==> config.mk <==
export PLATFORM = sky130hd
export DESIGN_NAME = alu_ctrl_sequencer
export DESIGN_NICKNAME = d
export VERILOG_FILES = /design/src/rtl/alu_ctrl_sequencer.sv
export SDC_FILE = /design/constraint.sdc
export NUM_CORES = 1
export LEC_CHECK = 0
export CORE_MARGIN = 2
export CORE_UTILIZATION = 39
export DETAILED_ROUTE_END_ITERATION = 8
export PLACE_DENSITY = 0.72
export SLEW_MARGIN = 20
export SYNTH_ARGS = -nofsm -noshare
export SYNTH_HDL_FRONTEND = slang
export SYNTH_SLANG_ARGS = --single-unit
==> constraint.sdc <==
create_clock -name clk -period 1.35 [get_ports clk]
set_input_delay 0.405 -clock clk [delete_from_list [all_inputs] [get_ports clk]]
set_output_delay 0.405 -clock clk [all_outputs]
set_load 0.005 [all_outputs]
==> src/rtl/alu_ctrl_sequencer.sv <==
// Registered ALU control decoder that sequences multi-cycle MUL/DIV ops.
// It pulses mul_start on launch and stalls upstream until the result is due.
module alu_ctrl_sequencer #(
    parameter int unsigned FUNCT_W    = 4,
    parameter int unsigned CTRL_W     = 4,
    parameter int unsigned MUL_CYCLES = 4,
    parameter int unsigned DIV_CYCLES = 8
) (
    input  logic               clk,
    input  logic               rst,
    input  logic               flush,
    input  logic               in_valid,
    input  logic [1:0]         ALUop,
    input  logic [FUNCT_W-1:0] functCode,
    output logic [CTRL_W-1:0]  ctrlOut,
    output logic               out_valid,
    output logic               mul_start,
    output logic               stall,
    output logic               illegal
);

    localparam int unsigned MAX_LAT = (MUL_CYCLES > DIV_CYCLES) ? MUL_CYCLES : DIV_CYCLES;
    localparam int unsigned CNT_W   = $clog2(MAX_LAT);

    typedef enum logic {StIdle, StBusy} state_e;

    state_e            r_state;
    logic [CNT_W-1:0]  r_count;
    logic [CTRL_W-1:0] r_ctrl;
    logic              r_out_valid;
    logic              r_mul_start;
    logic              r_stall;
    logic              r_illegal;

    logic [CTRL_W-1:0] w_code;
    logic              w_multi;
    logic              w_illegal;
    logic [CNT_W-1:0]  w_count_init;
    logic              w_accept;

    always_comb begin
        w_code       = '0;
        w_multi      = 1'b0;
        w_illegal    = 1'b0;
        w_count_init = '0;
        unique case (ALUop)
            2'b00: w_code = CTRL_W'(4'b1100);
            2'b10: w_code = CTRL_W'(4'b1110);
            2'b11: w_code = CTRL_W'(4'b1111);
            2'b01: begin
                if (functCode == FUNCT_W'(4'b0001)) begin
                    w_code = CTRL_W'(4'b0001);
                end else if (functCode == FUNCT_W'(4'b0010)) begin
                    w_code = CTRL_W'(4'b0010);
                end else if (functCode == FUNCT_W'(4'b0100)) begin
                    w_code       = CTRL_W'(4'b0100);
                    w_multi      = 1'b1;
                    w_count_init = CNT_W'(MUL_CYCLES - 1);
                end else if (functCode == FUNCT_W'(4'b1000)) begin
                    w_code       = CTRL_W'(4'b1000);
                    w_multi      = 1'b1;
                    w_count_init = CNT_W'(DIV_CYCLES - 1);
                end else begin
                    w_illegal = 1'b1;
                end
            end
            default: w_code = '0;
        endcase
    end

    assign w_accept = in_valid && !r_stall;

    // Counter reaching zero retires to idle, so the result cycle can accept a new op.
    always_ff @(posedge clk) begin
        if (rst) begin
            r_state     <= StIdle;
            r_count     <= '0;
            r_ctrl      <= '0;
            r_out_valid <= 1'b0;
            r_mul_start <= 1'b0;
            r_stall     <= 1'b0;
            r_illegal   <= 1'b0;
        end else if (flush) begin
            r_state     <= StIdle;
            r_count     <= '0;
            r_out_valid <= 1'b0;
            r_mul_start <= 1'b0;
            r_stall     <= 1'b0;
            r_illegal   <= 1'b0;
        end else begin
            r_out_valid <= 1'b0;
            r_mul_start <= 1'b0;
            r_illegal   <= 1'b0;
            unique case (r_state)
                StBusy: begin
                    if (r_count == CNT_W'(1)) begin
                        r_state     <= StIdle;
                        r_count     <= '0;
                        r_stall     <= 1'b0;
                        r_out_valid <= 1'b1;
                    end else begin
                        r_count <= r_count - CNT_W'(1);
                    end
                end
                default: begin
                    if (w_accept) begin
                        r_ctrl <= w_code;
                        if (w_multi) begin
                            r_state     <= StBusy;
                            r_count     <= w_count_init;
                            r_stall     <= 1'b1;
                            r_mul_start <= 1'b1;
                        end else begin
                            r_out_valid <= 1'b1;
                            r_illegal   <= w_illegal;
                        end
                    end
                end
            endcase
        end
    end

    assign ctrlOut   = r_ctrl;
    assign out_valid = r_out_valid;
    assign mul_start = r_mul_start;
    assign stall     = r_stall;
    assign illegal   = r_illegal;

endmodule

==> flow_metrics.py <==
metrics = {
    "clock_network": {
        "htree_levels": 1,
        "clk_latency_ns": 0.28,
        "cts-root-buf": "clkbuf_4",
        "clock_path_buffers": 2,
        "path_clk_slew_ns": 0.08,
        "cts_buffers": 3,
        "clock_sinks": 12,
        "tritoncts": "built",
        "cts_hold_buf": 0,
    },
    "critical_path": {
        "cp.arrival_ns": 1.52,
        "path_delay_family": "compound AO/OA/AOI/OAI gates",
        "crit_path_max_fanout": 2,
        "cp_cell_sequence": "inv_2, ha_2, nand2_2, o32ai_2, a21oi_2, a2111oi_4",
        "cp_num_buf_inv": 1,
        "end_kind": "register",
        "critPathMaxStageDelay_ns": 0.33,
        "rr_startpoint": "r_count[1]$_SDFFE_PP0P_",
        "crit_type": "reg -> reg",
        "required_ns": 1.53,
        "critPathLaunchType": "register",
        "critPathSlowestCell": "dfxtp_2",
        "cp-startpoint": "r_count[1]$_SDFFE_PP0P_",
    },
    "routing": {
        "vias_per_cell": 5.44,
        "vias": 637,
        "first_iter_violations": 21,
        "drcViolationCount": 0,
        "drtPass1Iterations": 4,
        "post_drt_wl_per_cell_um": 14.1,
        "drtAntennaViolNets": 0,
        "drt-total-wl_um": 1650,
    },
    "sta": {
        "rsz0062_at_grt": "true",
        "fin_crit_sh": 0.996,
        "drv_slew": 0,
        "worst_clock_skew_ns": 0.00458,
        "hold_violations": 0,
        "setup_viol": 0,
        "slew_headroom": 0.778,
        "fin_ws_ns": 0.00592,
        "fin_crit_ns": 1.34,
        "clock.fmax_ghz": 0.744,
        "worstMarginPinSlew_ns": 0.332,
        "hold_ws_ns": 0.466,
    },
    "floorplanning": {
        "row_count": 14,
        "die_area_mm2": 0.00184,
        "start_util": 0.406,
        "ios": 18,
        "fp.dieW_um": 42.9,
        "core-area_mm2": 0.00145,
        "die-height_um": 42.9,
    },
    "yosys": {
        "synth-async-reset-ratio": 0,
        "synth.avg_cell_area_um2": 9.23,
        "synth_edf_count": 0,
        "netlist_area_um2": 591,
        "synthesis.instances": 64,
        "synth_area_leaders": "dfxtp_1 (41%), a2111oi_2 (5.1%), nor2_1 (5.1%)",
        "ys_types": 29,
        "synth_warnings": 0,
        "yosys.area.top_type_share": 0.407,
        "synth-seq-cells": 12,
        "yosys_most_used_dff": "dfxtp_1",
        "syn_nets": 76,
        "yosysTopAreaCell": "dfxtp_1",
        "ys_seq_area_frac": 0.407,
    },
    "finish": {
        "final_cells": 117,
        "drive_gt1_frac": 0.515,
        "final_common_cell": "buf_4",
        "finish.net_count": 115,
        "postLayoutCellArea_mm2": 0.00101,
        "area_growth_pct": 71.4,
        "final_cell_mix": "buf_4 (18), dlygate4sd2_1 (12), dfxtp_1 (7), nor2_1 (6), dfxtp_2 (5)",
        "antenna_cells": 0,
    },
    "global_route": {
        "grtUsageMet2": 0.297,
        "grt_pass1_wl_um": 2640,
        "grt_util_met3": 0.0255,
        "antenna_found_initial": 0,
        "busiest_layer": "met2",
        "use_met1": 0.253,
        "grtUsageTotal": 0.195,
        "grt_max_degree": 9,
        "grt_pass1_vias": 602,
        "grt-ovfl-total": 0,
    },
    "place": {
        "post-dp-hpwl_um": 1090,
        "dp_cells": 111,
        "portBuffers": 17,
        "routabilityCongestion": 0.760,
        "dpl_cell_area_um2": 891,
        "pre_cts_ws_ns": -0.623,
    },
    "flow_run": {
        "drv_cap": 0,
    },
    "worst_hold_path": {
        "worstHoldPathType": "reg -> reg",
        "min-delay-start": "ctrlOut[0]$_SDFFE_PP0P_",
    },
    "status": {
        "status": "finished, final reports clean",
    },
    "power": {
        "power-per-cell-area_mw_per_mm2": 733,
        "irDropWorstVdd_uv": 627,
        "power_leakage_nw": 0.450,
    },
}
flip-flops by register name, summed over array words and instances (netlist names):
name / flops
illegal: 1
r_state: 1
ctrlOut: 4
stall: 1
out_valid: 1
r_count: 3
mul_start: 1
repair_timing:
item | CTS | global route
endpoints found under the hold margin | 0 | 0
setup endpoints to repair | 18 | 6
pin swaps | 8 | 5
gates resized for setup | 34 | 13
buffers inserted | 3 | 1
Yosys cell counts (2+ instances only):
library cell and number:
nor2_1 8, inv_1 3, nor2b_1 2, nand2b_1 2, a21oi_1 3, ha_1 2
o21ai_0 2, nand2_1 4, a2111oi_2 2, nor4b_1 2, nor2_2 2, dfxtp_1 12
and2b_2 2, a211oi_1 3
routing by layer:
layer / part of all wire / vias up
met5: 0 / -
met4: 0.031 / 0
met3: 0.045 / 6
met2: 0.47 / 21
met1: 0.46 / 301
li1: - / 309
stage by stage:
step                       util  setup TNS [ns]  power [W]
after floorplan               -               0   0.000418
after global placement    0.613           -4.63   0.000507
after detailed placement  0.613           -4.96   0.000509
after CTS                 0.676               0   0.000730
after global routing      0.696         -0.0307   0.000761
final                     0.696               0   0.000742
kinds of logic (layout without fill, tap and decap cells):
| family | Yosys count | count (layout) | share of synthesized area |
|---|---|---|---|
| buf+inv | 5 | 42 | 0.0360 |
| simple gates | 26 | 26 | 0.252 |
| flops | 12 | 12 | 0.407 |
| compound gates | 18 | 18 | 0.248 |
| fa+ha+maj | 2 | 2 | 0.0424 |
| xor+xnor | 1 | 1 | 0.0148 |
cell type report:
cell class | count | area (um2)
fill | 114 | 442
multi-input combinational | 47 | 418
timing repair buffer | 36 | 294
sequential | 12 | 246
clock buffer | 3 | 22.5
tap | 16 | 20.0
inverter | 3 | 11.3
final timing paths:
kind	to	slack (ns)	cells past startpoint
max	r_count[2]$_SDFFE_PP0P_	0.006	6
min	ctrlOut[0]$_SDFFE_PP0P_	0.47	2
max reg2reg	r_count[2]$_SDFFE_PP0P_	0.006	6
min reg2reg	ctrlOut[0]$_SDFFE_PP0P_	0.47	2
tightest hold or removal path, stage by stage, from the launching register on:
cell	delay (ns)
dfxtp_2	0.32
nand2b_1	0.06
a21oi_1	0.06
power by group:
group / switching [W] / leakage (nW) / total [W] / internal (W)
clock: 0.000124 / 0.0138 / 0.000227 / 0.000104
sequential: 0.00000488 / 0.100 / 0.000369 / 0.000364
combinational: 0.0000666 / 0.336 / 0.000146 / 0.0000797
Power figures use the tool's default switching activity.
